## src/rtl/lm_sm_sequencer.sv

```systemverilog
// Purpose : walks an 8-bit register list for LM/SM, issuing one RAM word access
//           per set bit at consecutive addresses starting at base_addr.
// Latency : start at edge 0 -> transfers in cycles 1..N -> done in cycle N+1
//           (N = popcount(reg_list); done in cycle 1 when the list is empty).
// Backpressure: none; start is only accepted in IDLE and is dropped otherwise.
//
// Ports:
//   clk, reset                  rising-edge clock, async active-high reset
//   start/is_store/base_addr/reg_list   request, sampled only when accepted
//   ram_outp, rf_rdata          combinational read data from memory / regfile
//   ram_address/ram_inp/ram_load        data-memory write port (SM)
//   rf_raddr/rf_waddr/rf_wdata/rf_we    register-file ports (LM reads RAM into Ri)
//   busy, done                  status; done is a one-cycle pulse
module lm_sm_sequencer #(
    parameter int ADDR_W = 16,
    parameter int DATA_W = 16,
    parameter int NREG   = 8,
    localparam int IDX_W = $clog2(NREG)
) (
    input  logic              clk,
    input  logic              reset,
    input  logic              start,
    input  logic              is_store,
    input  logic [ADDR_W-1:0] base_addr,
    input  logic [NREG-1:0]   reg_list,
    input  logic [DATA_W-1:0] ram_outp,
    input  logic [DATA_W-1:0] rf_rdata,
    output logic [ADDR_W-1:0] ram_address,
    output logic [DATA_W-1:0] ram_inp,
    output logic              ram_load,
    output logic [IDX_W-1:0]  rf_raddr,
    output logic [IDX_W-1:0]  rf_waddr,
    output logic [DATA_W-1:0] rf_wdata,
    output logic              rf_we,
    output logic              busy,
    output logic              done
);

    typedef enum logic [1:0] {
        IDLE = 2'd0,
        XFER = 2'd1,
        DONE = 2'd2
    } state_t;

    state_t            state;
    state_t            state_nxt;
    logic [NREG-1:0]   pending;
    logic [NREG-1:0]   pending_rest;
    logic [ADDR_W-1:0] addr;
    logic              op;
    logic [IDX_W-1:0]  idx;

    // Lowest set bit of the pending list; scanning downward lets the
    // lowest index win. Yields 0 when nothing is pending.
    always_comb begin
        idx = '0;
        for (int i = NREG - 1; i >= 0; i--) begin
            if (pending[i]) begin
                idx = IDX_W'(i);
            end
        end
    end

    // Pending list with its lowest set bit removed.
    assign pending_rest = pending & (pending - NREG'(1));

    always_ff @(posedge clk or posedge reset) begin
        if (reset) begin
            state   <= IDLE;
            pending <= '0;
            addr    <= '0;
            op      <= 1'b0;
        end else begin
            state <= state_nxt;
            case (state)
                IDLE: begin
                    if (start) begin
                        pending <= reg_list;
                        addr    <= base_addr;
                        op      <= is_store;
                    end
                end
                XFER: begin
                    pending <= pending_rest;
                    addr    <= addr + ADDR_W'(1);
                end
                default: ;
            endcase
        end
    end

    // Next state and strobes; strobes depend only on registered state so
    // they cannot glitch with the request inputs.
    always_comb begin
        state_nxt = state;
        ram_load  = 1'b0;
        rf_we     = 1'b0;
        busy      = 1'b0;
        done      = 1'b0;
        case (state)
            IDLE: begin
                if (start) begin
                    state_nxt = (reg_list != '0) ? XFER : DONE;
                end
            end
            XFER: begin
                busy     = 1'b1;
                ram_load = op;
                rf_we    = ~op;
                if (pending_rest == '0) begin
                    state_nxt = DONE;
                end
            end
            DONE: begin
                busy      = 1'b1;
                done      = 1'b1;
                state_nxt = IDLE;
            end
            default: state_nxt = IDLE;
        endcase
    end

    assign ram_address = addr;
    assign rf_raddr    = idx;
    assign rf_waddr    = idx;
    assign ram_inp     = rf_rdata;
    assign rf_wdata    = ram_outp;

endmodule

```

## config.mk

```make
export PLATFORM = sky130hd
export DESIGN_NAME = lm_sm_sequencer
export DESIGN_NICKNAME = d
export VERILOG_FILES = /design/src/rtl/lm_sm_sequencer.sv
export SDC_FILE = /design/constraint.sdc
export NUM_CORES = 1
export LEC_CHECK = 0
export ABC_AREA = 1
export CORE_MARGIN = 2
export CORE_UTILIZATION = 39
export CTS_CLUSTER_DIAMETER = 150
export DETAILED_ROUTE_END_ITERATION = 7
export PLACE_DENSITY_LB_ADDON = 0.15
export SKIP_LAST_GASP = 1
export SLEW_MARGIN = 10
export SYNTH_ARGS = -nofsm -noshare
export SYNTH_HDL_FRONTEND = slang
export SYNTH_SLANG_ARGS = --single-unit
```

## constraint.sdc

```tcl
create_clock -name clk -period 1.8 [get_ports clk]
set_input_delay 0.54 -clock clk [delete_from_list [all_inputs] [get_ports clk]]
set_output_delay 0.54 -clock clk [all_outputs]
set_load 0.02 [all_outputs]
```

==> impl_results.md <==
* Status: complete, but fails checks
* Failing checks: setup timing
* CTS tree: done
* Mux contribution to synthesized area at 0
* Pre-CTS setup slack at -223 ps
* Fmax at 539 MHz
* Flop pwr share at 0.240
* Number of synthesized register bits at 27
* Leakage at 1.34 nW
* Core ar. at 5170 sq um
* Sum Neg Setup Slack at -207 ps
* Pint at 2.58 mW
* Synthesis Warnings at 0
* Worst vdd ir at 0.759 mV
* DP HPWL at 3950 um
* Main combinational cell family by area after synthesis: simple AND/OR/NAND/NOR gates
* Vias at 2,013
* Total CTS buffers at 3
* Post-Synth XOR/XNOR Area at 0.00414
* PwrDens at 1860 nW/um^2
* Setup Skew at 1.98 ps
* Final Hold Fails at 0
* All-Layer GR Usage at 0.186
* Final core utilization at 0.531
* TritonCTS Sinks at 27
* WS Path Type: reg -> out
* Max Cap Viol at 0
* Cells after DPL at 413
* Routability cong. at 0.863
* Yosys top cell area share at 0.320
* Synth Flop Type: dfrtp_1
* Global route overflow at 0
* Post-synth ARST share at 1.00
* Drt pass-1 iters at 4
* Yosys cell types at 33
* # rows at 26
* Post-route ant nets at 0
* DRT iter0 DRCs at 109
* DP Area at 2650 sq um
* H-tree depth at 1
* Number of vias per cell at 4.78
* Final worst slack at -53.9 ps
* Syn Area/Cell at 6.91 sq um
* Io pins at 118
* Die Height at 77.6 um
* Comb pwr share at 0.688
* Final #Nets at 416
* Most common cell in the netlist: nand2_1
* Worst path required time at 1260 ps
* Post-route cell area at 2750 sq um
* Worst min path class: reg -> reg
* Die Area at 6030 sq um
* CP Capture Type: output pin
* Top post-synthesis cells by count: nand2_1 (71), buf_4 (35), inv_1 (34)
* Switching power at 2.52 mW
* Post-route clock period utilization at 1.03
* Simple-Gate Fraction of Synth Area at 0.270
* Netlist Area Pre-Place at 2110 sq um
* Final std cells w/o fill at 421
* CTS Buffer Depth at 2
* Avg WL per Cell at 12.9 um
* Seq/Total Area, Yosys at 0.320
* Fraction of layout cells with a size suffix above 1 at 0.188
* Min Hold Slack at 520 ps
* Clk pwr share at 0.072
* Slew headroom at 0.750
* Final-report setup violation count at 7
* Starting Density at 0.409
* Post-Route WL at 5430 um
* Total power at 5.10 mW
* IO buf count at 53
* Total nets after synthesis at 370
* Switching Share at 0.494
* Residual DRC at 0
* RSZ-0062 raised after global routing: true
* Synth top area cells: dfrtp_1 (32%), nand2_1 (13%), buf_4 (12%)
* Vias in the first global route at 2,025
* Die W at 77.6 um
* Critical path arrival at 1310 ps
* Synth Area in Compound Gates at 0.172
* Clk root buf: clkbuf_8
* Startpoint types: register
* Layout area overhead at 29.9%
* Initial antenna violation count at 0
* Yosys top cell by area: dfrtp_1
* Worst slew pin tran at 375 ps
* Clock-pin slew of the registers on the worst-case setup and hold paths at 100 ps
* Pin count of the biggest net entering global routing at 29
* # diodes at 0
* Slew Limit Fails at 0
* First-pass GRT wire length at 9230 um
* Clk Latency, worst-skew pair at 280 ps
* Syn Inst Count at 306
* EDFF count, synth at 0
* Max Fanout on Critical Path at 4
* Fin crit period at 1850 ps
* Adder-Cell Fraction of Synth Area at 0.0237
[power by group through the flow]
stage	Combinational [mW]	Sequential (mW)	Clock, mW
2_1_floorplan	1.93	1.43	0
3_3_place_gp	3.45	1.23	0
4_1_cts	3.39	1.22	0.382
6_report	3.51	1.22	0.369
5_1_grt	3.87	1.28	0.407
3_5_place_dp	3.47	1.23	0
[flip-flops by register name (all words and copies together) (netlist names)]
register and flops:
state 2, op 1, pending 8, ram_address 16
[placed cells by master, fill, tap and decap left out, drive strengths merged, types with 7 or more instances in the layout]
master,n
nand2,72
o22ai,7
o21ai,28
nor2,33
dlygate4sd2,16
a21oi,21
dfrtp,27
buf,41
nand3,14
clkdlybuf4s50,27
inv,36
[cell type report]
class / instances / area [sq um]
fillers: 521 / 2420
multi-input cells: 199 / 1040
repair buffers: 85 / 761
well taps: 70 / 87.6
clock inverters: 1 / 5.00
inverters: 36 / 138
flip-flops and latches: 27 / 676
clock buffers: 3 / 41.3
[worst max-delay path, stage by stage (launching register included)]
cell and delay, ps:
dfrtp_1 420, buf_6 120, a21oi_2 30, o21ai_1 110, nand2_1 80, a21oi_2 130, buf_4 150
[cell families (layout without fill, tap and decap cells)]
kind of cell               count (synthesis)  in the layout
buffers and inverters                     80            125
and+or+nand+nor                          130            130
DFF                                       27             27
xor gates and xnor gates                   1              1
adders and majority gates                  4              4
AOI/OAI and AO/OA                         64             64
[metal layers]
| metal | vias up | track usage | share of wire | wire [um] |
|---|---|---|---|---|
| li1 | 1041 | - | - | - |
| met1 | 914 | 0.253 | 0.48 | 2580 |
| met2 | 54 | 0.309 | 0.46 | 2500 |
| met3 | 4 | 0.0279 | 0.058 | 313 |
| met4 | 0 | 0.0500 | 0.0055 | 30 |
| met5 | - | 0 | 0 | 0 |
[path summary, 6_finish.rpt]
path | from | slack (ps) | cells past startpoint | to
max | pending[5]$_DFFE_PP0P_ | -50 | 6 | rf_waddr[0]
min | op$_DFFE_PP0P_ | 520 | 2 | op$_DFFE_PP0P_
max reg2reg | state[1]$_DFFE_PP0P_ | 120 | 9 | ram_address[11]$_DFFE_PP0P_
min reg2reg | op$_DFFE_PP0P_ | 520 | 2 | op$_DFFE_PP0P_
max in group asynchronous | reset | 910 | 3 | op$_DFFE_PP0P_
min in group asynchronous | reset | 620 | 3 | state[0]$_DFFE_PP0P_
[what timing repair did]
action / CTS / global route
pin swaps: 3 / 5
setup endpoints to repair: 30 / 16
resized for setup: 69 / 13
hold buffers: 0 / 0
setup buffers: 3 / 1
cloned: 0 / 0
No activity file was read; power rests on OpenSTA's default activity.
